File: config.mk
export PLATFORM = sky130hd
export DESIGN_NAME = product_bcd_display
export DESIGN_NICKNAME = d
export VERILOG_FILES = /design/src/rtl/definitions_pkg.sv /design/src/rtl/bcd_to_segment.sv /design/src/rtl/product_bcd_display.sv
export SDC_FILE = /design/constraint.sdc
export NUM_CORES = 1
export LEC_CHECK = 0
export ABC_AREA = 0
export CAP_MARGIN = 20
export CORE_MARGIN = 4
export CORE_UTILIZATION = 51
export DETAILED_ROUTE_END_ITERATION = 8
export PLACE_DENSITY = 0.76
export SLEW_MARGIN = 20
export SYNTH_ARGS = -nofsm -noshare
export SYNTH_HDL_FRONTEND = slang
export SYNTH_SLANG_ARGS = --single-unit
File: constraint.sdc
create_clock -name clk -period 1.8 [get_ports clk]
set_input_delay 0.54 -clock clk [delete_from_list [all_inputs] [get_ports clk]]
set_output_delay 0.54 -clock clk [all_outputs]
set_load 0.03 [all_outputs]
File: src/rtl/definitions_pkg.sv
// definitions_pkg: shared types and segment codes for the product BCD display
package definitions_pkg;
   localparam int BCD_DIGITS = 5;
   typedef logic [3:0] bcd_digit_t;
   typedef enum logic [1:0] {IDLE, LOAD, SHIFT, DONE} bcd_state_e;
   // gfedcba, active-low
   typedef enum logic [6:0] {
      SEG_0     = 7'h40,
      SEG_1     = 7'h79,
      SEG_2     = 7'h24,
      SEG_3     = 7'h30,
      SEG_4     = 7'h19,
      SEG_5     = 7'h12,
      SEG_6     = 7'h02,
      SEG_7     = 7'h78,
      SEG_8     = 7'h00,
      SEG_9     = 7'h10,
      SEG_MINUS = 7'h3F,
      SEG_BLANK = 7'h7F
   } segment_e;
   function automatic segment_e bcd_seg(bcd_digit_t d);
      case (d)
         4'd0:    return SEG_0;
         4'd1:    return SEG_1;
         4'd2:    return SEG_2;
         4'd3:    return SEG_3;
         4'd4:    return SEG_4;
         4'd5:    return SEG_5;
         4'd6:    return SEG_6;
         4'd7:    return SEG_7;
         4'd8:    return SEG_8;
         4'd9:    return SEG_9;
         default: return SEG_BLANK;
      endcase
   endfunction
endpackage

File: src/rtl/bcd_to_segment.sv
// bcd_to_segment: combinational BCD digit to seven-segment code, blank above 9
module bcd_to_segment
   import definitions_pkg::*;
(
   input  bcd_digit_t bcd_i,
   output segment_e   seg_o
);
   assign seg_o = bcd_seg(bcd_i);
endmodule

File: src/rtl/product_bcd_display.sv
// product_bcd_display: captures a signed product, double-dabbles its magnitude and drives registered segment digits
// LEADING_ZERO_BLANK_EN blanks zero digits above the most significant non-zero digit.
module product_bcd_display
   import definitions_pkg::*;
#(
   parameter int WIDTH  = 16,
   parameter int DIGITS = BCD_DIGITS
)(
   input  logic             clk,
   input  logic             rst,
   input  logic             i_valid,
   input  logic [WIDTH-1:0] i_product,
   output logic             o_busy,
   output logic             o_done,
   output segment_e         o_ones,
   output segment_e         o_tens,
   output segment_e         o_hundreds,
   output segment_e         o_thousands,
   output segment_e         o_ten_thousands,
   output segment_e         o_sign
);
   localparam int BW = 4 * DIGITS;
   localparam int CW = $clog2(WIDTH);
   bcd_state_e state_q, state_d;
   logic [WIDTH-1:0] prod_q, prod_d, mag_q, mag_d;
   logic [BW-1:0] bcd_q, bcd_d, adj;
   logic [BW+WIDTH-1:0] dd;
   logic [CW-1:0] cnt_q, cnt_d;
   logic sign_q, sign_d, done_q, done_d, lz;
   segment_e seg_q [DIGITS];
   segment_e seg_d [DIGITS];
   segment_e disp [DIGITS];
   segment_e dec [DIGITS];
   segment_e sgn_q, sgn_d;

   for (genvar g = 0; g < DIGITS; g++) begin : g_dec
      bcd_to_segment u_dec (.bcd_i(bcd_q[4*g +: 4]), .seg_o(dec[g]));
   end

   always_comb begin
      for (int k = 0; k < DIGITS; k++)
         adj[4*k +: 4] = bcd_q[4*k +: 4] >= 4'd5 ? bcd_q[4*k +: 4] + 4'd3 : bcd_q[4*k +: 4];
      dd = {adj, mag_q} << 1;
   end

   // lz stays set while scanning down through leading zeros; ones digit always shows
   always_comb begin
`ifdef LEADING_ZERO_BLANK_EN
      lz = 1'b1;
`else
      lz = 1'b0;
`endif
      for (int k = DIGITS - 1; k >= 0; k--) begin
         lz = lz && bcd_q[4*k +: 4] == 4'd0 && k != 0;
         disp[k] = lz ? SEG_BLANK : dec[k];
      end
   end

   always_comb begin
      state_d = state_q;
      prod_d  = prod_q;
      mag_d   = mag_q;
      bcd_d   = bcd_q;
      cnt_d   = cnt_q;
      sign_d  = sign_q;
      done_d  = 1'b0;
      seg_d   = seg_q;
      sgn_d   = sgn_q;
      case (state_q)
         IDLE: begin
            if (i_valid) begin
               prod_d  = i_product;
               state_d = LOAD;
            end
         end
         LOAD: begin
            sign_d  = prod_q[WIDTH-1];
            mag_d   = prod_q[WIDTH-1] ? ~prod_q + 1'b1 : prod_q;
            bcd_d   = '0;
            cnt_d   = CW'(WIDTH - 1);
            state_d = SHIFT;
         end
         SHIFT: begin
            bcd_d   = dd[BW+WIDTH-1:WIDTH];
            mag_d   = dd[WIDTH-1:0];
            cnt_d   = cnt_q - 1'b1;
            state_d = cnt_q == '0 ? DONE : SHIFT;
         end
         DONE: begin
            seg_d   = disp;
            sgn_d   = (sign_q && bcd_q != '0) ? SEG_MINUS : SEG_BLANK;
            done_d  = 1'b1;
            state_d = IDLE;
         end
         default: state_d = IDLE;
      endcase
   end

   always_ff @(posedge clk) begin
      if (rst) begin
         state_q <= IDLE;
         prod_q  <= '0;
         mag_q   <= '0;
         bcd_q   <= '0;
         cnt_q   <= '0;
         sign_q  <= 1'b0;
         done_q  <= 1'b0;
         sgn_q   <= SEG_BLANK;
         for (int k = 0; k < DIGITS; k++) seg_q[k] <= SEG_BLANK;
      end else begin
         state_q <= state_d;
         prod_q  <= prod_d;
         mag_q   <= mag_d;
         bcd_q   <= bcd_d;
         cnt_q   <= cnt_d;
         sign_q  <= sign_d;
         done_q  <= done_d;
         sgn_q   <= sgn_d;
         seg_q   <= seg_d;
      end
   end

   assign o_busy          = state_q == LOAD || state_q == SHIFT;
   assign o_done          = done_q;
   assign o_ones          = seg_q[0];
   assign o_tens          = seg_q[1];
   assign o_hundreds      = seg_q[2];
   assign o_thousands     = seg_q[3];
   assign o_ten_thousands = seg_q[4];
   assign o_sign          = sgn_q;
endmodule

* Word level (Yosys, flattened, before mapping)
Memories as Yosys holds them, arrays and structs flattened. A register that Yosys moved wholly into a read port is not among the register bits.
Index checks and enable logic that the tools add are counted.
** Storage, ports and cells
- ROM bits :: 560
- Bits in writable memories :: 0
- Memories kept :: 5
- Flip-flop bits (word level) :: 67
- Output and inout port bits :: 44
- Bits in latches :: 0
- Input port bits :: 19
** Cells by class
- Bitwise operators :: 1
- $mul :: 0
- Div/mod/pow operators :: 0
- Shift-type cells :: 0
- Reductions and logical operators :: 7
- Equal/unequal tests :: 4
- Order comparisons :: 5
- Muxes and demuxes :: 14
- Add/subtract/negate cells :: 7
** Memory list
- (no name shown) :: words 16, width 7, read ports 1, clocked after memory_dff 1, write ports 0, line definitions_pkg.sv:22 : case (d)
- (no name shown) :: words 16, width 7, read ports 1, clocked after memory_dff 1, write ports 0, line definitions_pkg.sv:22
- (no name shown) :: words 16, width 7, read ports 1, clocked after memory_dff 1, write ports 0, line definitions_pkg.sv:22
- (no name shown) :: words 16, width 7, read ports 1, clocked after memory_dff 1, write ports 0, line definitions_pkg.sv:22
- (no name shown) :: words 16, width 7, read ports 1, clocked after memory_dff 1, write ports 0, line definitions_pkg.sv:22
** Operator list (number)
- $pmux W20 S2 :: 1
- $pmux W16 S2 :: 1
- $ge A4 B3 Y1 const B :: 5
- $reduce_bool A20 Y1 :: 1
- $add A16 B1 Y16 const B :: 1
- $add A4 B2 Y4 const B :: 4
- $mux W16 :: 1
- $mux W4 :: 4
- $not A16 Y16 :: 1
- $pmux W2 S4 :: 1
- $pmux W4 S2 :: 1
- $mux W7 :: 1
- $eq A2 B2 Y1 const B :: 2
- $logic_not A4 Y1 :: 1
- $sub A4 B1 Y4 const B :: 1
- $add A3 B2 Y3 const B :: 1
- $mux W3 :: 1
- $eq A2 B1 Y1 const B :: 1
- $logic_not A2 Y1 :: 1
- $mux W1 :: 2
- $mux W2 :: 1
- $ne A2 B2 Y1 const B :: 1
- $reduce_and A2 Y1 :: 1
- $reduce_bool A2 Y1 :: 1
- other kinds (2) :: 2

* Logic depth before layout (Yosys ltp)
Gate-level depths: netlist of run 1.
- Depth after elaboration :: 4
- Depth in mapped cells :: 8

* Hierarchy
Synthesis of run 1 repeated with hierarchy kept, for this count alone.
** Unflattened totals
- Cells, all modules :: 686
- Area, all modules :: 5636.7 sq um
** Modules (own cells, without submodules)
- product_bcd_display :: times used 1, cells an instance 523, area each 4595.7 sq um
- bcd_to_segment at g_dec[0].u_dec ... :: times used 4, cells an instance 33, area each 210.2 sq um
- bcd_to_segment at g_dec[1].u_dec :: times used 1, cells an instance 31, area each 200.2 sq um

* Worst setup path before layout of run 1
OpenSTA, ideal clock, no wires.
- Path type :: register -> register
- Start point :: register state_q[1]
- End point :: register mag_q[2]
- Path buffers :: 2
- Arrival time :: 1746 ps
- Slack :: -73 ps
- Library setup time :: 128 ps
- Cell stages (with the launch flop) :: 7
- Path through :: dfxtp_1 inv_1 ha_1 clkbuf_1 buf_1 mux2i_1 nor2_1
** Between the ends
- Cells in the longest elaborated chain, start to end :: 2
** RTL lines
- start: declaration :: line product_bcd_display.sv:24 : bcd_state_e state_q, state_d;
- start signal: assignment :: line product_bcd_display.sv:111 : state_q <= state_d;
- $eq A2 B2 Y1 / $eq A2 B1 Y1 (equally long branches) :: line product_bcd_display.sv:69 : case (state_q)
- $pmux W16 S2 / $reduce_bool A2 Y1 (equally long branches)
- end signal: assignment :: line product_bcd_display.sv:113 : mag_q <= mag_d;
- end: declaration :: line product_bcd_display.sv:25 : logic [WIDTH-1:0] prod_q, prod_d, mag_q, mag_d;
Parallel ways exist; a longest one is shown, timed or not.
A chain may end at the register's enable or synchronous reset.

* Final worst setup path of run 1
- Start point :: register prod_q[0]
- End point :: register mag_q[8]
** Between the ends
- Cells in the longest elaborated chain, start to end :: 4
** RTL lines
- start: declaration :: line product_bcd_display.sv:25
- start signal: assignment :: line product_bcd_display.sv:112 : prod_q <= prod_d;
- $not A16 Y16 :: line product_bcd_display.sv:78 : mag_d = prod_q[WIDTH-1] ? ~prod_q + 1'b1 : prod_q;
- $add A16 B1 Y16 :: line product_bcd_display.sv:78
- $mux W16 :: line product_bcd_display.sv:78
- $pmux W16 S2 :: line product_bcd_display.sv:69
No other way between the ends.

==> out/metrics.yaml, run 1 <==
layout:
  diodes: 0
  final_nets: 762
  nFillCells: 894
  layout_commonest_cell: "dfxtp_1"
  syn_to_final_growth_pct: 22.2
  final_util_pct: 64.5
  drive_gt1_share_pct: 13.2
  layout_common_cells: "92 x dfxtp_1, 77 x nand2_1, 70 x a21oi_1, 53 x o21ai_0, 46 x nor2_1"
  register_area_mm2: 0.00193
  multi_input_comb_area_mm2: 0.00304
place:
  io_buffers: 56
  pre_cts_ws_ns: -0.139
  post-dp-hpwl_um: 8850
  gp_congestion: 0.869
die:
  fp.dieArea_mm2: 0.0118
  core_area_mm2: 0.00982
  floorplan.rows: 36
  die_h_um: 109
  num_io_pins: 63
  start_util_pct: 52.8
  die_w_um: 109
grt:
  antenna_found_initial: 0
  grt_max_degree: 55
  overflow: 0
  track_usage_pct: 21.4
  grt_pass1_wl_um: 20500
  grt_pass1_vias: 4457
setup_path:
  worstPathRequired_ns: 2.06
  startpoint_type: "flip-flop"
  path_max_fanout: 6
  crit_path_end_kind: "flip-flop"
  cp_data_arrival_time_ns: 2.06
  crit_type: "reg2reg"
synth:
  syn_avg_cell_area_um2: 8.06
  ys_types: 51
  ys_async_sr_fraction_pct: 0
  yosysWarnings: 0
  ys_seq_area_share_pct: 37.1
  synth_area_mm2: 0.00518
  synth-edff-count: 0
  ys_ff_latch: 96
  syn_inst: 643
  ys.flop_type: "dfxtp_1"
power:
  ir_drop_mv: 0.685
  power_per_cell_area_mw_per_mm2: 1090
  p_leak_nw: 2.31
drt:
  wl_met2_um: 5980
  route.detailed.drc: 0
  viasPerCell: 5.49
  wl_per_cell_um: 14.5
  top_layer_used: "met4"
  drt_first_iter_violations: 280
  met1Wirelength_um: 5570
  ant_nets: 0
  met3WireLength_um: 480
  firstDrtPassIters: 5
  vias: 4641
  wirelength_um: 12300
clock_network:
  cts.hold.buffers_added: 0
  cts_root_buf: "clkbuf_8"
  clockBufferDepth: 2
  numCtsBuffers: 9
  numClockSinks: 96
  cts_tree: "yes"
  path_clk_slew_ns: 0.09
  clkLatencyLatePin_ns: 0.37
  htree_levels: 3
sta:
  holdWs_ns: 0.466
  finalClockSkew_ns: 0.0110
  fin_crit_sh_pct: 100
  fmax_mhz: 556
  rsz0062_at_grt: "yes"
  slew_viol_final: 0
  setup_viol_count_final: 0
  fin_ws_ns: 0.000134
  fin_tns_setup_ns: 0
  fin_crit_ns: 1.80
  finalHoldViolCount: 0
job:
  cap_violations: 0
hold_path:
  hp-class: "reg2reg"
status:
  outcome: "finished clean"
## cells in the mapped netlist (5+ instances only)
library cell,number,share of area [%]
dfxtp_1,96,37
nand2_1,77,5.6
a21oi_1,73,7.0
o21ai_0,53,5.1
nor2_1,48,3.5
clkbuf_1,36,2.6
ha_1,35,8.4
inv_1,29,2.1
nand2b_1,21,2.5
xnor2_1,20,3.4
mux2i_1,17,3.3
a211o_1,15,2.5
a22oi_1,12,1.7
nor2b_1,12,1.4
buf_1,10,0.72
a211oi_1,8,1.2
nand3_1,7,0.68
buf_4,6,0.87
o211ai_1,5,0.72
o21bai_1,5,0.72
o31ai_1,5,0.72
## critical path, stage by stage, from the launching register on
cell and delay, ns:
dfxtp_2 0.33, inv_2 0.08, ha_4 0.13, or4b_4 0.53
o41ai_4 0.25, xnor2_1 0.11, o211ai_1 0.18, a21oi_1 0.09
## cell type report
cell class | instances | area share [%]
sequential | 96 | 30.5
clock inverter | 5 | 0.533
multi-input combinational | 468 | 48.0
tap | 133 | 2.63
timing repair buffer | 102 | 14.4
inverter | 31 | 1.88
clock buffer | 10 | 2.17
## kinds of logic after synthesis
group | after synthesis | share of synthesized area [%]
multiplexers | 18 | 3.50
XOR/XNOR | 21 | 3.55
AND/OR/NAND/NOR | 187 | 16.4
flip-flops | 96 | 37.1
buffers and inverters | 84 | 6.66
adder cells (fa/ha/maj) | 35 | 8.45
other | 1 | 0.0723
AO/OA/AOI/OAI | 201 | 24.3
## through the flow
stage | cells | power, W | area, um^2
final | 845 | 0.00687 | 6330
after global routing | 845 | 0.00728 | 6330
after CTS | 843 | 0.00677 | 6260
after detailed placement | 827 | 0.00548 | 6070
after global placement | 827 | 0.00538 | 6070
after floorplan | 648 | 0.00449 | 5210
## worst paths after layout
check,start,endpoint,slack [ns],depth (start not counted)
max,prod_q[0]$_SDFFE_PP0P_,mag_q[8]$_SDFFE_PP0P_,0.0001,7
min,o_thousands[1]$_SDFFE_PP1P_,o_thousands[1]$_SDFFE_PP1P_,0.47,1
max reg2reg,prod_q[0]$_SDFFE_PP0P_,mag_q[8]$_SDFFE_PP0P_,0.0001,7
min reg2reg,o_thousands[1]$_SDFFE_PP1P_,o_thousands[1]$_SDFFE_PP1P_,0.47,1
## repair_timing
| action | CTS | global route |
|---|---|---|
| buffers inserted | 1 | 2 |
| resized for setup | 51 | 15 |
| endpoints found under the setup margin | 44 | 16 |
| pin swaps | 2 | 7 |
## metal layers
metal | up-vias | GRT usage (%)
li1 | 2348 | -
met1 | 2150 | 26.3
met2 | 121 | 37.2
met3 | 22 | 4.20
met4 | 0 | 7.48
met5 | - | 0
## state kept, by name (all words and copies together) (netlist names), 2 cells and up
signal,cells
state_q,2
o_tens,7
o_hundreds,7
o_ten_thousands,7
mag_q,16
cnt_q,4
o_thousands,7
prod_q,16
bcd_q,20
o_ones,7
## power breakdown
part / internal [W] / switching [W]
Sequential: 0.00246 / 0.000194
Combinational: 0.00120 / 0.00174
Clock: 0.000530 / 0.000753
Total: 0.00419 / 0.00268
Note: power is estimated with default switching activity, not from simulation.
==> run 2, diff against run 1 <==
Settings changed: ABC_AREA 0 to not set.
==> results of run 2 <==
Final layout, timing and power as in run 1 (identical DEF).
==> run 3, diff against run 2 <==
Settings changed: CORE_MARGIN 4 to 2.
==> run 3 against run 2 <==
Clock power up 26%. Die area down 7.2%. The run now ends with setup timing left. Critical endpoint is now o_busy. Combinational power up 7.1%. Clock-buffer cell count up 2. Sequential cell count unchanged. Critical path depth down 3. Final cell count up 0.47%. Power up 8.3%. Clock skew down 0.0049 ns. Global-route usage up 1.5 points. Maximum frequency down 1.1%.
==> out/metrics.yaml, run 3 (synthesized netlist as in run 1, its figures left out) <==
setup_path:
  crit_path_end_kind: "primary output"
  crit_path_end: "o_busy"
  slowest_stage: "dfxtp_4"
  path_max_fanout: 4  # -2
  regToRegSetupSlack_ns: 0  # about the same
  cp_data_arrival_time_ns: 1.28  # -0.78 ns
  max_stage_delay_ns: 0.38  # -0.15 ns
  rr_worst_depth: 6  # -1
  cp_cell_sequence: "inv_4 > ha_4 > buf_12 > buf_8"
  r2r-start: "prod_q[5]$_SDFFE_PP0P_"
  startpoint_type: "flip-flop"
  crit_type: "reg2out"
  worstPathRequired_ns: 1.26  # -0.80 ns
  startpoint: "state_q[0]$_SDFFE_PP0P_"
  rr_endpoint: "mag_q[12]$_SDFFE_PP0P_"
layout:
  nFillCells: 862  # -3.6%
  largest_register_ffs: 20  # unchanged
  final_nets: 765  # +0.39%
  multi_input_comb_area_mm2: 0.00303  # -0.37%
  diodes: 0  # unchanged
  register_area_mm2: 0.00193  # about the same
  drive_gt1_share_pct: 13.7  # +0.48 points
  syn_to_final_growth_pct: 24.4
  largest_registers: "bcd_q x20, mag_q x16, prod_q x16"
  final_area_mm2: 0.00645  # +1.8%
  final_util_pct: 65.7  # +1.2 points
  regMostFlops: "bcd_q"
  layout_common_cells: "91 x dfxtp_1, 77 x nand2_1, 73 x a21oi_1, 53 x o21ai_0, 46 x nor2_1"
  layout_commonest_cell: "dfxtp_1"
grt:
  grt_max_degree: 57  # +3.6%
  grt_pass1_vias: 4495  # +0.85%
  antenna_found_initial: 0  # unchanged
  overflow: 0  # unchanged
  track_usage_pct: 22.9  # +1.5 points
  grt_pass1_wl_um: 20900  # +2.0%
place:
  io_buffers: 56  # unchanged
  gp_congestion: 0.903  # +3.9%
  pre_cts_ws_ns: -0.142  # -0.00303 ns
  post-dp-hpwl_um: 8500  # -3.9%
  placed_cell_area_mm2: 0.00606  # about the same
hold_path:
  min_path_cells: 2  # +1
  hp-class: "in2reg"
clock_network:
  clkLatencyLatePin_ns: 0.36  # about the same
  cts_root_buf: "clkbuf_8"
  htree_levels: 3  # unchanged
  numCtsBuffers: 9  # unchanged
  clockBufferDepth: 2  # unchanged
  cts.hold.buffers_added: 0  # unchanged
  numClockSinks: 96  # unchanged
  cts_tree: "yes"
  path_clk_slew_ns: 0.09  # about the same
die:
  fp.dieArea_mm2: 0.0110  # -7.2%
  start_util_pct: 52.8  # unchanged
  floorplan.rows: 36  # unchanged
  num_io_pins: 63  # unchanged
  core_area_mm2: 0.00982  # unchanged
  die_h_um: 105  # -3.7%
  die_w_um: 105  # -3.7%
sta:
  fin_ws_ns: -0.0191  # -0.0192 ns
  finalClockSkew_ns: 0.00612  # -0.00493 ns
  fin_crit_ns: 1.82  # +0.0192 ns
  holdWs_ns: 0.462  # -0.00399 ns
  fmax_mhz: 550  # -1.1%
  fin_crit_sh_pct: 101  # +1.1 points
  slew_viol_final: 0  # unchanged
  finalHoldViolCount: 0  # unchanged
  setup_viol_count_final: 2  # +2
  rsz0062_at_grt: "yes"
drt:
  vias: 4707  # +1.4%
  viasPerCell: 5.54  # +0.94%
  firstDrtPassIters: 5  # unchanged
  drt_first_iter_violations: 220  # -21%
  route.detailed.drc: 0  # unchanged
  wirelength_um: 12500  # +1.4%
  ant_nets: 0  # unchanged
  wl_per_cell_um: 14.7  # +0.88%
power:
  pwr-share-clk_pct: 21.7  # +3.0 points
  ir_drop_mv: 0.533  # -22%
  p_leak_nw: 2.38  # +3.0%
  power_per_cell_area_mw_per_mm2: 1150  # +6.3%
  p_int_w: 0.00471  # +12%
  power_frac_comb_pct: 42.4  # -0.3 points
  switching_share_pct: 36.7  # -2.3 points
  switchingPower_w: 0.00273  # +1.8%
  seqPwrFrac_pct: 36.0  # -2.6 points
job:
  cap_violations: 0  # unchanged
status:
  outcome: "finished with violations"
  violations: "setup timing"
run 3: cell type report:
cell class	instances	area share, %
Tap cell	133	2.58
Multi-Input combinational cell	468	46.9
Inverter	31	1.88
Clock buffer	12	2.41
Timing Repair Buffer	105	15.1
Clock inverter	4	1.18
Sequential cell	96	29.9
run 3: repair_timing:
item / CTS / global route
setup buffers: 1 / 6
endpoints found under the setup margin: 48 / 24
cloned: 1 / 0
resized for setup: 48 / 20
pin swaps: 0 / 8
run 3: stage by stage:
stage	std cells	TNS [ns]	total power, W
2_1_floorplan	648	0	0.00449
3_3_place_gp	825	-0.122	0.00537
3_5_place_dp	825	-0.560	0.00546
4_1_cts	843	-0.168	0.00724
5_1_grt	849	-0.251	0.00781
6_report	849	-0.0236	0.00744
run 3: how the worst min path moves through the flow:
stage / start / endpoint / slack, ns
floorplan: mag_q[14]$_SDFFE_PP0P_ / mag_q[14]$_SDFFE_PP0P_ / 0.43
detailed placement: o_thousands[5]$_SDFFE_PP1P_ / o_thousands[5]$_SDFFE_PP1P_ / 0.45
global route: rst / mag_q[8]$_SDFFE_PP0P_ / 0.47
finish: rst / mag_q[8]$_SDFFE_PP0P_ / 0.46
global placement: o_thousands[2]$_SDFFE_PP1P_ / o_thousands[2]$_SDFFE_PP1P_ / 0.45
CTS: rst / mag_q[7]$_SDFFE_PP0P_ / 0.45
run 3: per-layer routing:
metal | part of all wire [%] | GRT usage [%] | up-vias | wire (um)
met5 | 0 | 0 | - | 0
met4 | 2.0 | 8.57 | 0 | 244
met3 | 3.0 | 3.12 | 24 | 369
met2 | 48 | 39.3 | 111 | 6020
met1 | 47 | 29.0 | 2221 | 5820
li1 | - | - | 2351 | -
run 3: worst max-delay path: cells and delay by family, from the launching register on:
kind	cells	cell delay (ns)
DFF	1	0.38
adders and majority gates	1	0.28
buffers and inverters	3	0.26
run 3: power groups by stage:
stage                     Sequential [W]  Clock (W)  Combinational [W]
after floorplan                  0.00293          0            0.00155
after global placement           0.00268          0            0.00269
after detailed placement         0.00270          0            0.00277
after CTS                        0.00265    0.00164            0.00295
after global routing             0.00271    0.00171            0.00338
final                            0.00268    0.00161            0.00315
